## src/rtl/shift_adder.sv

```systemverilog
// Bit-serial LSB-first adder: one full adder plus a carry flop, WIDTH shift cycles per operation.
// Define SHIFT_ADDER_ROTATE_EN to rotate the operand registers instead of zero-filling them.
module shift_adder #(
  parameter int WIDTH = 16
) (
  input  logic             clk,
  input  logic             reset,
  input  logic             load,
  input  logic [WIDTH-1:0] a,
  input  logic [WIDTH-1:0] b,
  output logic [WIDTH-1:0] contents_a,
  output logic [WIDTH-1:0] contents_b,
  output logic [WIDTH-1:0] op,
  output logic             carry
);

  localparam int CW = $clog2(WIDTH + 1);

  logic [WIDTH-1:0] a_reg, a_next;
  logic [WIDTH-1:0] b_reg, b_next;
  logic [WIDTH-1:0] op_reg, op_next;
  logic             carry_reg, carry_next;
  logic [CW-1:0]    count_reg, count_next;

  logic [WIDTH-1:0] a_shift, b_shift;
  logic             a_fill, b_fill;
  logic             sum_bit, carry_out, busy;

`ifdef SHIFT_ADDER_ROTATE_EN
  assign a_fill = a_reg[0];
  assign b_fill = b_reg[0];
`else
  assign a_fill = 1'b0;
  assign b_fill = 1'b0;
`endif

  // Operand registers move one place toward the LSB each step.
  generate
    for (genvar gi = 0; gi < WIDTH - 1; gi++) begin : g_shift
      assign a_shift[gi] = a_reg[gi+1];
      assign b_shift[gi] = b_reg[gi+1];
    end
  endgenerate
  assign a_shift[WIDTH-1] = a_fill;
  assign b_shift[WIDTH-1] = b_fill;

  assign sum_bit   = a_reg[0] ^ b_reg[0] ^ carry_reg;
  assign carry_out = (a_reg[0] & b_reg[0]) | (a_reg[0] & carry_reg) | (b_reg[0] & carry_reg);
  assign busy      = (count_reg < CW'(WIDTH));

  always_comb begin
    a_next     = a_reg;
    b_next     = b_reg;
    op_next    = op_reg;
    carry_next = carry_reg;
    count_next = count_reg;
    if (load) begin
      a_next     = a;
      b_next     = b;
      op_next    = '0;
      carry_next = 1'b0;
      count_next = '0;
    end else if (busy) begin
      a_next     = a_shift;
      b_next     = b_shift;
      op_next    = {sum_bit, op_reg[WIDTH-1:1]};
      carry_next = carry_out;
      count_next = count_reg + CW'(1);
    end
  end

  always_ff @(posedge clk) begin
    if (reset) begin
      a_reg     <= '0;
      b_reg     <= '0;
      op_reg    <= '0;
      carry_reg <= 1'b0;
      count_reg <= '0;
    end else begin
      a_reg     <= a_next;
      b_reg     <= b_next;
      op_reg    <= op_next;
      carry_reg <= carry_next;
      count_reg <= count_next;
    end
  end

  assign contents_a = a_reg;
  assign contents_b = b_reg;
  assign op         = op_reg;
  assign carry      = carry_reg;

endmodule

```

## config.mk

```make
export PLATFORM = sky130hd
export DESIGN_NAME = shift_adder
export DESIGN_NICKNAME = d
export VERILOG_FILES = /design/src/rtl/shift_adder.sv
export SDC_FILE = /design/constraint.sdc
export NUM_CORES = 1
export LEC_CHECK = 0
export ABC_CLOCK_PERIOD_IN_PS = 2350
export BUFFER_PORTS_ARGS = -buffer_cell sky130_fd_sc_hd__buf_2
export CORE_UTILIZATION = 56
export CTS_BUF_LIST = sky130_fd_sc_hd__clkbuf_4
export DETAILED_ROUTE_END_ITERATION = 10
export PLACE_DENSITY = 0.87
export SKIP_LAST_GASP = 1
export SYNTH_ARGS = -nofsm -noshare
export SYNTH_HDL_FRONTEND = slang
export SYNTH_SLANG_ARGS = --single-unit
```

## constraint.sdc

```tcl
create_clock -name clk -period 2.35 [get_ports clk]
set_input_delay 0.235 -clock clk [delete_from_list [all_inputs] [get_ports clk]]
set_output_delay 0.235 -clock clk [all_outputs]
set_load 0.03 [all_outputs]
```

==> impl_metrics.json <==
{
  "cp.required_ps": 2620,
  "cts_resized": 0,
  "num-nets-final": 331,
  "place_area_um2": 2830,
  "grt_usage_pct": 20.5,
  "setup_tns_ps": 0,
  "place.port_buffers": 83,
  "critPathSlowestCell": "dfxtp_2",
  "clk_pin_slew_ps": 140,
  "p_switching_uw": 447,
  "synthCells": 215,
  "cp_data_arrival_time_ps": 1580,
  "reg2reg_depth": 4,
  "start_util_pct": 59.7,
  "synth-xor-area-share_pct": 1.08,
  "ys.flop_type": "dfxtp_1",
  "hold_path_class": "in -> reg",
  "diodes": 0,
  "design.core.area_um2": 4090,
  "die_height_um": 68.0,
  "cts-root-buf": "clkbuf_4",
  "crit_type": "reg -> reg",
  "p_sw_share_pct": 25.6,
  "ios": 84,
  "grt_antenna_before_repair": 0,
  "clk_path_buf_depth": 2,
  "yosys_warnings": 0,
  "utilization_pct": 71.3,
  "instances_no_fill": 345,
  "die_area_um2": 4620,
  "skew_ps": 6.70,
  "whs_endpoint": "contents_b[8]",
  "synthSimpleGateAreaFrac_pct": 9.79,
  "ys_ff_latch": 54,
  "dieWidth_um": 68.0,
  "final.period_utilization_pct": 55.5,
  "outcome": "complete, no violations",
  "viasPerCell": 5.21,
  "p_seq_share_pct": 56.1,
  "ys_seq_area_share_pct": 44.3,
  "rrSetupSlack_ps": 1050,
  "fmax_mhz": 766,
  "p_leak_uw": 0.00141,
  "peakVddDrop_mv": 0.382,
  "final.min_clock_period_ps": 1300,
  "min_path_cells": 3,
  "syn_area_um2": 2440,
  "hold_buffers": 0,
  "synthToLayoutAreaGrowth_pct": 19.5,
  "synth_nets": 252,
  "drive_gt1_share_pct": 43.1,
  "synthMuxAreaShare_pct": 37.2,
  "worst_path_largest_cell_delay_ps": 380,
  "start_kind": "flop",
  "grt_pass1_wl_mm": 7.02,
  "drt-initial-drc-count": 66,
  "p_per_area_nw_per_um2": 599,
  "intPower_uw": 1300,
  "clockPowerShare_pct": 29.4,
  "cts_num_sinks": 54,
  "synthArstFlopShare_pct": 0,
  "synth_compound_area_share_pct": 0.667,
  "r2r-end": "contents_b[5]",
  "maxSlewViolCount": 0,
  "firstDrtPassIters": 4,
  "cts_tree": "yes",
  "worstHoldStart": "b[8]",
  "n_fill_cell": 319,
  "crit_path_end_kind": "flop",
  "drc": 0,
  "final_cell_mix": "buf_2 (83), dfxtp_1 (53), nor2_1 (52), mux2i_1 (48), mux2_4 (24)",
  "relSlewSlack_pct": 65.0,
  "htreeDepth": 2,
  "timing.rr.start": "count_reg[4]",
  "cp_cell_sequence": "buf_12 > mux2_2 > mux2i_1 > nor2_1",
  "grt-ovfl-total": 0,
  "wirelength_mm": 4.60,
  "synth_fa_ha_area_share_pct": 1.33,
  "synth-edff-count": 0,
  "worst_slew_pin_slew_ps": 525,
  "ys_types": 22,
  "final_area_um2": 2920,
  "final_common_cell": "buf_2",
  "cts_made_buffers": 5,
  "synth_top_family_by_area": "multiplexers",
  "dp_hpwl_mm": 3.26,
  "grt_max_degree": 35,
  "num_vias": 1799,
  "max_cap_violations": 0,
  "crit_family": "multiplexers",
  "rsz0062_at_grt": "false",
  "setup_viol_count_final": 0,
  "syn_avg_cell_area_um2": 11.3,
  "crit_buf_inv": 1,
  "comb_power_share_pct": 14.5,
  "num_rows": 23,
  "grt_pass1_vias": 1665,
  "gp_congestion": 0.670,
  "wl_per_cell_um": 13.3,
  "critPathMaxFanout": 34,
  "hold_viol": 0,
  "dp_cells": 337,
  "antenna_left": 0,
  "clk_latency_ps": 370,
  "post_cts_buffers": 0
}
cells in the mapped netlist (2+ instances only):
cell	n	area (um2)
a21oi_1	2	10.0
buf_12	2	40.0
nand3b_1	2	15.0
mux2_4	24	360
buf_6	3	33.8
clkbuf_1	4	15.0
nor2_1	52	195
dfxtp_1	54	1080
xor2_1	2	17.5
nand2_1	2	7.51
mux2i_1	48	480
mux2_2	6	67.6
buf_2	5	25.0
worst reg2reg max path, cell delays in order, from the launching register on:
cell and delay (ps):
dfxtp_2 380, buf_12 250, mux2_2 390, mux2i_1 140, nor2_1 50
final cells by class:
cell class | instances | area (um2) | share of cell area (%)
well taps | 50 | 62.6 | 2.15
repair buffers | 88 | 465 | 16.0
multi-input cells | 145 | 1220 | 41.9
clock buffers | 6 | 45.0 | 1.55
flip-flops and latches | 54 | 1080 | 37.1
clock inverters | 2 | 37.5 | 1.29
power groups by stage:
| stage | sequential, uW | clock [uW] | combinational, uW |
|---|---|---|---|
| floorplan | 1060 | 0 | 115 |
| global placement | 998 | 0 | 250 |
| detailed placement | 1000 | 0 | 255 |
| CTS | 980 | 532 | 256 |
| global route | 985 | 568 | 275 |
| finish | 979 | 514 | 254 |
worst max-delay path by stage:
stage	start	to	slack, ps	cells after the start
detailed placement	load	contents_b[0]	870	4
floorplan	contents_b[0]	op[15]	1080	3
finish	count_reg[4]	contents_b[5]	1050	4
global route	count_reg[4]	contents_b[8]	980	4
CTS	count_reg[4]	contents_b[5]	1040	4
global placement	load	contents_b[0]	930	4
metal layers:
| layer | GRT usage [%] | share of wire, % | vias to the layer above |
|---|---|---|---|
| met1 | 22.1 | 43 | 846 |
| li1 | - | - | 881 |
| met3 | 5.50 | 6.9 | 12 |
| met2 | 35.9 | 48 | 60 |
| met4 | 11.7 | 2.5 | 0 |
| met5 | 0 | 0 | - |
kinds of logic after synthesis:
| group | count (synthesis) |
|---|---|
| AOI/OAI and AO/OA | 3 |
| xor gates and xnor gates | 3 |
| adders and majority gates | 2 |
| buffers and inverters | 16 |
| DFF | 54 |
| muxes | 78 |
| and+or+nand+nor | 59 |
stage by stage:
step	hold WS [ps]	worst slack, ps	power (uW)
CTS	70.6	1040	1770
detailed placement	477	870	1250
floorplan	380	1080	1170
finish	86.4	1050	1750
global route	76.9	979	1830
global placement	466	927	1250
Power figures use the tool's default switching activity.
